===== src/rtl/fetch_unit.sv =====
// fetch_unit -- instruction fetch stage.
// Owns the PC, issues instruction-memory requests, buffers up to two returned
// instructions and presents a registered {inst, pc} pair to decode.
// Redirects (flush_fe) discard every response that was in flight at the time.
//
// Ports:
//   clk, rst          clock, synchronous active-high reset
//   pc_stall          hold PC, output register and request issue
//   flush_fe          redirect to branch_target, discard fetch contents
//   branch_target     redirect PC
//   imem_req/addr     request valid / address (= PC register)
//   imem_ready        memory accepts request this cycle
//   imem_rvalid/rdata in-order response valid / instruction
//   inst_out, pc_out  registered instruction and its PC
//   inst_valid        inst_out holds a real instruction (NOP otherwise)
module fetch_unit #(
   parameter int              XLEN     = 32,
   parameter logic [XLEN-1:0] RESET_PC = '0,
   parameter logic [31:0]     NOP      = 32'h0000_0013
) (
   input  logic            clk,
   input  logic            rst,
   input  logic            pc_stall,
   input  logic            flush_fe,
   input  logic [XLEN-1:0] branch_target,
   output logic            imem_req,
   output logic [XLEN-1:0] imem_addr,
   input  logic            imem_ready,
   input  logic            imem_rvalid,
   input  logic [31:0]     imem_rdata,
   output logic [31:0]     inst_out,
   output logic [XLEN-1:0] pc_out,
   output logic            inst_valid
);

   logic [XLEN-1:0] pc;
   logic [1:0]      outstanding;   // accepted requests whose response has not arrived
   logic [1:0]      drop_cnt;      // stale responses still to be discarded
   logic [1:0]      infl_cnt;      // live (non-stale) requests in flight
   logic [1:0]      bufcount;

   // Shift FIFOs: entry 0 is always the head.
   logic [XLEN-1:0] infl_pc  [2];
   logic [31:0]     buf_inst [2];
   logic [XLEN-1:0] buf_pc   [2];

   logic       accept, rsp_live, buf_empty, pop, bypass;
   logic       buf_wr, buf_rd, infl_rd;
   logic [2:0] credit;
   logic [1:0] bwpos, iwpos;

   always_comb begin
      accept    = imem_req & imem_ready;
      rsp_live  = imem_rvalid & (drop_cnt == 2'd0);
      buf_empty = (bufcount == 2'd0);
      pop       = !pc_stall & !flush_fe & (!buf_empty | rsp_live);
      // pop with an empty buffer can only come from a live response
      bypass    = pop & buf_empty;
      buf_rd    = pop & !buf_empty;
      buf_wr    = rsp_live & !bypass & !flush_fe;
      infl_rd   = rsp_live & !flush_fe;
      // outstanding + bufcount never exceeds 2, and pop implies one of them is nonzero
      credit    = {1'b0, outstanding} + {1'b0, bufcount} - {2'b00, pop};
      imem_req  = !rst & !flush_fe & !pc_stall & (credit < 3'd2);
      imem_addr = pc;
      bwpos     = bufcount - {1'b0, buf_rd};
      iwpos     = infl_cnt - {1'b0, infl_rd};
   end

   // Control and output register.
   always_ff @(posedge clk) begin
      if (rst) begin
         pc          <= RESET_PC;
         outstanding <= '0;
         drop_cnt    <= '0;
         infl_cnt    <= '0;
         bufcount    <= '0;
         inst_valid  <= 1'b0;
         inst_out    <= NOP;
         pc_out      <= '0;
      end else begin
         // accept is forced low during a flush, so this holds in every case
         outstanding <= outstanding + {1'b0, accept} - {1'b0, imem_rvalid};
         if (flush_fe) begin
            pc         <= branch_target;
            drop_cnt   <= outstanding - {1'b0, imem_rvalid};
            infl_cnt   <= '0;
            bufcount   <= '0;
            inst_valid <= 1'b0;
            inst_out   <= NOP;
         end else begin
            if (accept)
               pc <= pc + XLEN'(4);
            if (imem_rvalid && (drop_cnt != 2'd0))
               drop_cnt <= drop_cnt - 2'd1;
            infl_cnt <= infl_cnt + {1'b0, accept} - {1'b0, infl_rd};
            bufcount <= bufcount + {1'b0, buf_wr} - {1'b0, buf_rd};
            if (pop) begin
               inst_valid <= 1'b1;
               if (buf_empty) begin
                  inst_out <= imem_rdata;
                  pc_out   <= infl_pc[0];
               end else begin
                  inst_out <= buf_inst[0];
                  pc_out   <= buf_pc[0];
               end
            end else if (!pc_stall) begin
               inst_valid <= 1'b0;
               inst_out   <= NOP;
            end
         end
      end
   end

   // FIFO storage; occupancy counters above define which entries are meaningful.
   always_ff @(posedge clk) begin
      if (infl_rd)
         infl_pc[0] <= infl_pc[1];
      if (accept)
         infl_pc[iwpos[0]] <= pc;
      if (buf_rd) begin
         buf_inst[0] <= buf_inst[1];
         buf_pc[0]   <= buf_pc[1];
      end
      if (buf_wr) begin
         buf_inst[bwpos[0]] <= imem_rdata;
         buf_pc[bwpos[0]]   <= infl_pc[0];
      end
   end

endmodule


===== config.mk =====
export PLATFORM = sky130hd
export DESIGN_NAME = fetch_unit
export DESIGN_NICKNAME = d
export VERILOG_FILES = /design/src/rtl/fetch_unit.sv
export SDC_FILE = /design/constraint.sdc
export NUM_CORES = 1
export LEC_CHECK = 0
export CAP_MARGIN = 20
export CORE_MARGIN = 10
export CORE_UTILIZATION = 50
export CTS_CLUSTER_DIAMETER = 200
export DETAILED_ROUTE_END_ITERATION = 16
export MAX_ROUTING_LAYER = met4
export PLACE_DENSITY = 0.8
export SLEW_MARGIN = 0
export SYNTH_ARGS = -nofsm -noshare
export SYNTH_HDL_FRONTEND = slang
export SYNTH_SLANG_ARGS = --single-unit

===== constraint.sdc =====
create_clock -name clk -period 4.94 [get_ports clk]
set_clock_uncertainty 0.05 [all_clocks]
set_input_delay 0.741 -clock clk [delete_from_list [all_inputs] [get_ports clk]]
set_output_delay 0.741 -clock clk [all_outputs]
set_load 0.02 [all_outputs]

==> insert_results.sql <==
INSERT INTO impl_metrics (metric_group, metric, value, unit) VALUES
('outcome', 'run_status', 'finished clean', ''),
('floorplanning', 'initial_cell_density_of_the_core', '0.509', ''),
('global_route', 'grt_pass1_vias', '8539', ''),
('yosys', 'ys_ff_latch', '296', ''),
('critical_path', 'critPathRequiredTime', '4150', 'ps'),
('detailed_routing', 'antenna_left', '0', ''),
('yosys', 'synthDominantCellAreaShare', '0.464', ''),
('yosys', 'async_flop_share', '0', ''),
('clock_network', 'clk_pin_slew_worst_paths', '60', 'ps'),
('floorplanning', 'pin_count', '168', ''),
('global_route', 'grt_max_degree', '98', ''),
('floorplanning', 'die_y', '178', 'microns'),
('global_route', 'overall_routing_resource_usage', '0.187', ''),
('place', 'final_weighted_congestion_in_routability_driven_placement', '0.828', ''),
('clock_network', 'post-cts-setup-buffer-count', '0', ''),
('job', 'cap_viol_max_count', '0', ''),
('detailed_routing', 'drtIter0Drc', '805', ''),
('cells_and_area', 'most_common_cell_after_layout_fill_and_taps_aside', 'edfxtp_1', ''),
('floorplanning', 'design.core.area', '0.0244', 'sq mm'),
('critical_path', 'cp-start-kind', 'input port', ''),
('sta', 'worst-slew-pin-transition', '1040', 'ps'),
('cells_and_area', 'finalNetCount', '1187', ''),
('cells_and_area', 'area.growth.synth_to_final', '23.2', '%'),
('sta', 'grt_setup_unrepaired', 'no', ''),
('critical_path', 'critPathKind', 'input port to output port', ''),
('yosys', 'syn_avg_cell_area', '12.9', 'sq um'),
('sta', 'timing_hold_violations_final', '0', ''),
('yosys', 'postSynthCellCount', '962', ''),
('detailed_routing', 'routed-via-count', '8468', ''),
('floorplanning', 'row_count', '57', ''),
('yosys', 'seq_area_frac_synth', '0.632', ''),
('critical_path', 'critPathArrivalTime', '3890', 'ps'),
('clock_network', 'cts.root.buffer_cell', 'clkbuf_16', ''),
('yosys', 'synth-warning-count', '0', ''),
('yosys', 'post_synth_num_cell_types', '53', ''),
('clock_network', 'holdBufCountCts', '0', ''),
('clock_network', 'clockBufferDepth', '3', ''),
('clock_network', 'clk-insertion-delay-late', '530', 'ps'),
('detailed_routing', 'routedWlPerCell', '20.4', 'microns'),
('sta', 'max_freq', '0.214', 'GHz'),
('sta', 'min_period_over_period', '0.947', ''),
('detailed_routing', 'detailed_routing_iterations_pass_1', '5', ''),
('sta', 'final-max-slew-violation-count', '0', ''),
('global_route', 'wire_length_of_the_first_global_routing_pass', '46.9', 'mm'),
('clock_network', 'htreeDepth', '1', ''),
('detailed_routing', 'vias_per_cell', '5.83', ''),
('yosys', 'post-synth-top-area-cell', 'edfxtp_1', ''),
('sta', 'period_minus_slack', '4680', 'ps'),
('pwr', 'peakVddDrop', '0.251', 'mV'),
('sta', 'finalSetupViolations', '0', ''),
('place', 'placement.io_buffers', '167', ''),
('critical_path', 'cp_max_fo', '3', ''),
('detailed_routing', 'drc_violations_left', '0', ''),
('detailed_routing', 'drt_wl_total', '29.7', 'mm'),
('pwr', 'p_per_area', '355', 'mW/mm^2'),
('clock_network', 'numCtsBuffers', '29', ''),
('sta', 'totalNegativeSetupSlack', '0', 'ps'),
('pwr', 'static-leakage-power', '5.05', 'nW'),
('cells_and_area', 'n_antenna_cell', '0', ''),
('clock_network', 'tritoncts', 'done', ''),
('floorplanning', 'floorplan.die_area', '0.0315', 'sq mm'),
('yosys', 'synthesized_cell_area', '0.0124', 'sq mm'),
('yosys', 'synth_edf_count', '192', ''),
('yosys', 'top_cells_by_area_synth', 'edfxtp_1, dfxtp_1, mux2_2, a311oi_1, nor2_1', ''),
('hold_path', 'worst_hold_path_class', 'flop to flop', ''),
('cells_and_area', 'final_core_utilization', '0.627', ''),
('cells_and_area', 'final_cell_mix', 'edfxtp_1, clkdlybuf4s50_1, mux2_2', ''),
('global_route', 'antenna_found_initial', '0', ''),
('place', 'dpl.hpwl', '18.8', 'mm'),
('clock_network', 'cts_sinks', '296', ''),
('cells_and_area', 'proportion_of_layout_cells_with_a_drive_suffix_above_1', '0.181', ''),
('sta', 'slew_headroom', '0.309', ''),
('critical_path', 'crit_path_end_kind', 'output port', ''),
('global_route', 'grt_overflow', '0', ''),
('yosys', 'syn-num-nets', '1042', ''),
('floorplanning', 'die_x', '178', 'microns'),
('yosys', 'synth_ff_type', 'edfxtp_1', ''),
('clock_network', 'post_cts_resized', '0', '');
metal layers:
layer	vias up	track usage	wire length [microns]
met1	4167	0.251	13400
met2	306	0.293	14000
met4	0	0.0462	545
li1	3952	-	-
met3	43	0.0270	1740
met5	-	-	0
worst max-delay path: stages:
cell and delay [ps]:
clkdlybuf4s50_1 480, nand2_1 90, a211oi_4 310, ha_1 290, nand2b_1 150, fa_1 540, or4b_1 480, nor2_1 150
clkdlybuf4s50_1 640
synthesized netlist by cell type (all sizes together), types with 6 or more instances:
cell	count
nor3	8
dfxtp	104
nor2	91
xor2	6
ha	9
o21ai	39
and2	13
a21oi	8
a31oi	13
nand3	13
xnor2	8
a22oi	29
edfxtp	192
a211oi	8
mux2	125
a311oi	40
or2	6
o211ai	22
nand4	14
clkbuf	47
inv	19
or4	21
nand2	55
buf	24
stage by stage:
stage               hold WS [ps]  instances  power, mW  worst slack [ps]  area (sq um)
detailed placement           419       1399       3.37               306         14400
global placement             416       1399       3.35               283         14400
floorplan                    394        962       3.12               254         12400
finish                       432       1453       5.44               259         15300
CTS                          437       1452       5.46               271         15300
global route                 455       1453       5.62               179         15300
registers in the layout (all words and copies together), names as in the netlist:
name         count
buf_inst        64
buf_pc          64
infl_pc         64
imem_addr       32
inst_out        32
pc_out          32
bufcount         2
drop_cnt         2
outstanding      2
infl_cnt         1
inst_valid       1
final cells by class:
class	instances	area [sq um]
clock buffers	43	828
flip-flops and latches	296	7850
repair buffers	185	1820
inverters	19	71.3
fillers	1839	9100
well taps	324	405
multi-input cells	576	4240
clock inverters	10	81.3
power by group:
part / internal, mW / switching [mW] / leakage (nW) / total, mW
Clock: 1.21 / 0.905 / 0.441 / 2.11
Combinational: 0.239 / 0.281 / 2.01 / 0.521
Sequential: 2.72 / 0.0781 / 2.60 / 2.80
Total: 4.17 / 1.26 / 5.05 / 5.44
cells by family after synthesis:
logic type	count (synthesis)	synth area share
AO/OA/AOI/OAI	177	0.102
XOR/XNOR	14	0.00988
adder cells (fa/ha/maj)	10	0.0107
buffers and inverters	90	0.0293
flip-flops	296	0.632
multiplexers	127	0.115
AND/OR/NAND/NOR	248	0.101
path summary, 6_finish.rpt:
path | startpoint | endpoint | slack, ps | depth (start not counted)
max | imem_rvalid | imem_req | 260 | 9
min | infl_pc[0][15]$_DFFE_PP_ | buf_pc[1][15]$_DFFE_PP_ | 430 | 0
max reg2reg | drop_cnt[0]$_SDFFE_PP0P_ | imem_addr[9]$_SDFFE_PP0P_ | 1120 | 12
min reg2reg | infl_pc[0][15]$_DFFE_PP_ | buf_pc[1][15]$_DFFE_PP_ | 430 | 0
Power figures use the tool's default switching activity.
